### config.mk
export PLATFORM = sky130hd
export DESIGN_NAME = cacheline_adaptor
export DESIGN_NICKNAME = d
export VERILOG_FILES = /design/src/rtl/cacheline_adaptor.sv
export SDC_FILE = /design/constraint.sdc
export NUM_CORES = 1
export LEC_CHECK = 0
export ABC_AREA = 1
export BUFFER_PORTS_ARGS = -buffer_cell sky130_fd_sc_hd__buf_2
export CELL_PAD_IN_SITES_DETAIL_PLACEMENT = 1
export CELL_PAD_IN_SITES_GLOBAL_PLACEMENT = 2
export CORE_MARGIN = 2
export CORE_UTILIZATION = 33
export CTS_CLUSTER_DIAMETER = 60
export DETAILED_ROUTE_END_ITERATION = 10
export GPL_TIMING_DRIVEN = 0
export MAX_ROUTING_LAYER = met4
export PLACE_DENSITY_LB_ADDON = 0.1
export SYNTH_ARGS = -nofsm -noshare
export SYNTH_HDL_FRONTEND = slang
export SYNTH_SLANG_ARGS = --single-unit
### constraint.sdc
create_clock -name clk -period 5.7 [get_ports clk]
set_clock_uncertainty 0.15 [all_clocks]
set_input_delay 0.855 -clock clk [delete_from_list [all_inputs] [get_ports clk]]
set_output_delay 0.855 -clock clk [all_outputs]
set_load 0.01 [all_outputs]
### src/rtl/cacheline_adaptor.sv
// Bridges a 256-bit cache line port to a 64-bit, 4-beat burst memory port.
// Handles reads, writes, memory wait states and memory error aborts.
module cacheline_adaptor (
    input  logic         clk,
    input  logic         rst_n,
    input  logic         read_i,
    input  logic         write_i,
    input  logic [31:0]  address_i,
    input  logic [255:0] line_i,
    output logic [255:0] line_o,
    output logic         resp_o,
    output logic         error_o,
    output logic [31:0]  address_o,
    output logic         read_o,
    output logic         write_o,
    output logic [63:0]  burst_o,
    input  logic [63:0]  burst_i,
    input  logic         resp_i,
    input  logic         error_i
);

    typedef enum logic [2:0] {
        ST_IDLE,
        ST_RBURST,
        ST_WBURST,
        ST_DONE,
        ST_ERR
    } state_t;

    state_t         r_state;
    state_t         w_next;
    logic [1:0]     r_cnt;
    logic [31:0]    r_addr;
    logic [255:0]   r_wline;
    logic [255:0]   r_line_o;
    logic [63:0]    r_stage [4];
    logic           w_beat_ok;
    logic           w_last;
    logic [7:0]     w_wbeat_lsb;

    // A beat only counts when acknowledged without an error on the same cycle.
    assign w_beat_ok   = resp_i && !error_i;
    assign w_last      = w_beat_ok && (r_cnt == 2'd3);
    assign w_wbeat_lsb = {r_cnt, 6'd0};

    // NOTE: every output of a combinational block gets a default first so no latch is inferred.
    always_comb begin
        w_next = r_state;
        case (r_state)
            ST_IDLE: begin
                if (read_i) begin
                    w_next = ST_RBURST;
                end else if (write_i) begin
                    w_next = ST_WBURST;
                end
            end
            ST_RBURST, ST_WBURST: begin
                if (error_i) begin
                    w_next = ST_ERR;
                end else if (w_last) begin
                    w_next = ST_DONE;
                end
            end
            ST_DONE, ST_ERR: w_next = ST_IDLE;
            default:         w_next = ST_IDLE;
        endcase
    end

    // NOTE: sequential state uses non-blocking assignments so all flops update together.
    always_ff @(posedge clk or negedge rst_n) begin
        if (!rst_n) begin
            r_state  <= ST_IDLE;
            r_cnt    <= 2'd0;
            r_addr   <= 32'd0;
            r_wline  <= 256'd0;
            r_line_o <= 256'd0;
        end else begin
            r_state <= w_next;
            case (r_state)
                ST_IDLE: begin
                    r_cnt <= 2'd0;
                    if (read_i || write_i) begin
                        r_addr <= address_i;
                    end
                    if (!read_i && write_i) begin
                        r_wline <= line_i;
                    end
                end
                ST_RBURST: begin
                    if (w_beat_ok) begin
                        r_cnt <= r_cnt + 2'd1;
                    end
                    // The final beat goes straight into line_o alongside the staged ones.
                    if (w_last) begin
                        r_line_o <= {burst_i, r_stage[2], r_stage[1], r_stage[0]};
                    end
                end
                ST_WBURST: begin
                    if (w_beat_ok) begin
                        r_cnt <= r_cnt + 2'd1;
                    end
                end
                default: ;
            endcase
        end
    end

    // NOTE: staging storage is not reset; every slot is rewritten before line_o consumes it.
    always_ff @(posedge clk) begin
        if (r_state == ST_RBURST && w_beat_ok) begin
            r_stage[r_cnt] <= burst_i;
        end
    end

    assign read_o    = (r_state == ST_RBURST);
    assign write_o   = (r_state == ST_WBURST);
    assign resp_o    = (r_state == ST_DONE) || (r_state == ST_ERR);
    assign error_o   = (r_state == ST_ERR);
    assign address_o = {r_addr[31:5], 5'd0};
    assign burst_o   = write_o ? r_wline[w_wbeat_lsb +: 64] : 64'd0;
    assign line_o    = r_line_o;

endmodule
==> reports/qor.txt <==
Status - finished clean
Synth top area share - 0.4495
Post-CTS Resized - 0
Synth area leader - dfrtp_1
Setup Total Neg Slack - 0 ns
Global-route wire length before repair - 165,300 um
Asr flop ratio synth - 0.7391
Netlist Area Pre-Place - 0.03028 mm^2
Netlist cell types - 22
CTS sink count - 736
Leak - 20.33 nW
Max-slew violation count - 0
Seq/Total Area, Yosys - 0.6399
Initial antenna violation count - 33
Setup CP Type - flip-flop to output port
Width of the die - 306.9 um
Vias per cell - 4.617
Total track usage - 0.2438
CTS Root Cell - clkbuf_16
Ys flop type - dfrtp_1
Synthesized flop and latch total - 736
Clk buf depth - 3
Hold Crit Class - input port to flip-flop
Final Cycle Share - 0.7516
Die area - 0.09421 mm^2
Setup slack, reg-to-reg - 1.92 ns
Share of layout cells above drive strength 1 - 0.2943
Clk_lat worst skew - 0.67 ns
Die Ht - 306.9 um
Clock-pin slew on the worst setup and hold paths - 0.06 ns
CP arrival - 3.28 ns
CTS tree - done
Relative slew slack - 0.1537
Post-synth EDFFs - 192
Worst-case reg-to-reg path depth - 8
Peak supply drop - 0.2453 mV
Antenna Nets Post-Route - 0
Grt ovf - 0
RSZ-0062 raised after global routing - false
Core ar. - 0.09125 mm^2
Setup-failing EPs final - 0
Achievable clock frequency - 0.2334 GHz
Pre-antenna DRT Iters - 7
Post-DP HPWL - 82,740 um
Layout area overhead - 27.80%
Cell row count - 111
Synthesis warning total - 0
Initial Utilization - 0.3319
Via count - 23,840
WP data required - 4.70 ns
Top-Level Pins - 714
Hold violation total from the final report - 0
Drt wl/cell - 21.69 um
Max_cap viols - 0
Worst-margin pin slew - 1.270 ns
Drt drc - 0
Initial DRC count - 1,323
PwrDens - 462.8 mW/mm^2
Cell count after synthesis - 3,064
Most frequent cells after synthesis - 815 x nand2_1, 544 x dfrtp_1, 297 x inv_1, 264 x nand3_1, 261 x nor2_1
CTS buffer count - 91
Final wirelength - 112,000 um
Setup Slack @ Placement - 1.784 ns
Hold path cells - 1
Syn_area_per_cell - 9.884 um^2
Final Net Count - 4,238
Worst-path maximum fanout - 11
H-Tree Depth - 3
Final Wtd Congestion - 0.8118
Area contributors post-synth - dfrtp_1 45%, edfxtp_1 19%, nand2_1 10%, o21ai_2 5.1%, nand3_1 4.4%
Fin worst setup slack - 1.416 ns
CP Capture Type - output port
Vias in the first global route - 25,370
Largest net degree at the start of global routing - 110
Top-count cell post-synth - nand2_1
IO Port Bufs - 703
Minimum clock period - 4.284 ns
Startpoint types - flip-flop
[sequential cells by signal, indices dropped and copies added (netlist names)]
| name | cells |
|---|---|
| line_o | 256 |
| r_addr | 27 |
| r_stage | 192 |
| r_state | 3 |
| r_cnt | 2 |
| r_wline | 256 |
[layout by cell type (no fill, tap or decap), types with 4 or more instances in the layout]
cell / synthesis / routed
edfxtp_1: 192 / 192
dfrtp_1: 544 / 544
clkbuf_16: 0 / 92
nor2_4: 2 / 5
clkinv_2: 0 / 10
buf_4: 5 / 5
nand2_1: 815 / 815
clkbuf_1: 66 / 93
o21ai_1: 69 / 69
buf_2: 68 / 770
nand3_1: 264 / 264
o21ai_2: 177 / 177
nor2_1: 261 / 258
o21ai_0: 167 / 167
buf_1: 8 / 8
buf_12: 0 / 5
ha_1: 4 / 4
buf_6: 53 / 53
a21oi_1: 65 / 65
buf_16: 0 / 6
clkbuf_8: 0 / 15
inv_1: 297 / 297
clkinv_1: 0 / 5
diode_2: 0 / 29
conb_1: 1 / 5
bufinv_16: 0 / 5
[stage by stage]
| step | instance area [um^2] | power, mW | hold WS, ns | util | instances |
|---|---|---|---|---|---|
| after floorplan | 30300 | 10.20 | 0.2996 | - | 3068 |
| after global placement | 35300 | 12.16 | 0.2980 | 0.3869 | 4957 |
| after detailed placement | 35600 | 12.28 | 0.3029 | 0.3901 | 4968 |
| final | 38700 | 17.91 | 0.2475 | 0.4242 | 5164 |
| after CTS | 38630 | 18.19 | 0.1948 | 0.4234 | 5135 |
| after global routing | 38700 | 19.04 | 0.2215 | 0.4241 | 5161 |
[routing by layer]
layer  track usage  wire [um]
met2        0.3973      54750
met1        0.2833      45440
met3       0.08215       8544
met4       0.07775       3260
met5             -          0
[final timing paths]
path                             start        endpoint
max                           r_cnt[0]     burst_o[60]
min                        burst_i[63]  r_stage[0][63]
max reg2reg                   r_cnt[0]   r_stage[2][9]
min reg2reg                 line_o[37]      line_o[37]
max in group asynchronous        rst_n     line_o[216]
min in group asynchronous        rst_n    r_wline[154]
[what timing repair did]
| action | 4_1_cts | 5_1_grt |
|---|---|---|
| endpoints found under the hold margin | 33 | 0 |
| buffers inserted | 0 | 0 |
| hold buffers | 1 | 0 |
[cells by family (layout without fill, tap and decap cells)]
kind of cell	after synthesis	after routing	synth area share
AOI/OAI and AO/OA	478	478	0.1009
adders and majority gates	4	4	0.001653
buffers and inverters	500	1381	0.07854
DFF	736	736	0.6399
other	1	34	0.0001238
and+or+nand+nor	1345	1345	0.1789
[final cells by class]
type	instances	area [um^2]
buffer	200	1252
multi-input combinational	1832	8564
inverter	300	1126
fill	10560	52540
antenna	29	72.57
timing repair buffer	715	3804
tap	1186	1484
sequential	736	19380
clock inverter	32	411.6
clock buffer	134	2610
[power by group]
part	leakage, nW	total, mW	internal (mW)	switching, mW
clock	1.47	5.80	3.42	2.38
combinational	9.97	4.75	1.70	3.05
sequential	8.89	7.36	6.70	0.663
[critical path: stages (launching register included)]
cell,delay [ns]
dfrtp_1,0.49
inv_2,0.13
clkbuf_1,0.75
clkbuf_1,0.51
o21ai_0,0.31
a21oi_1,0.20
buf_2,0.21
Power figures use the tool's default switching activity.
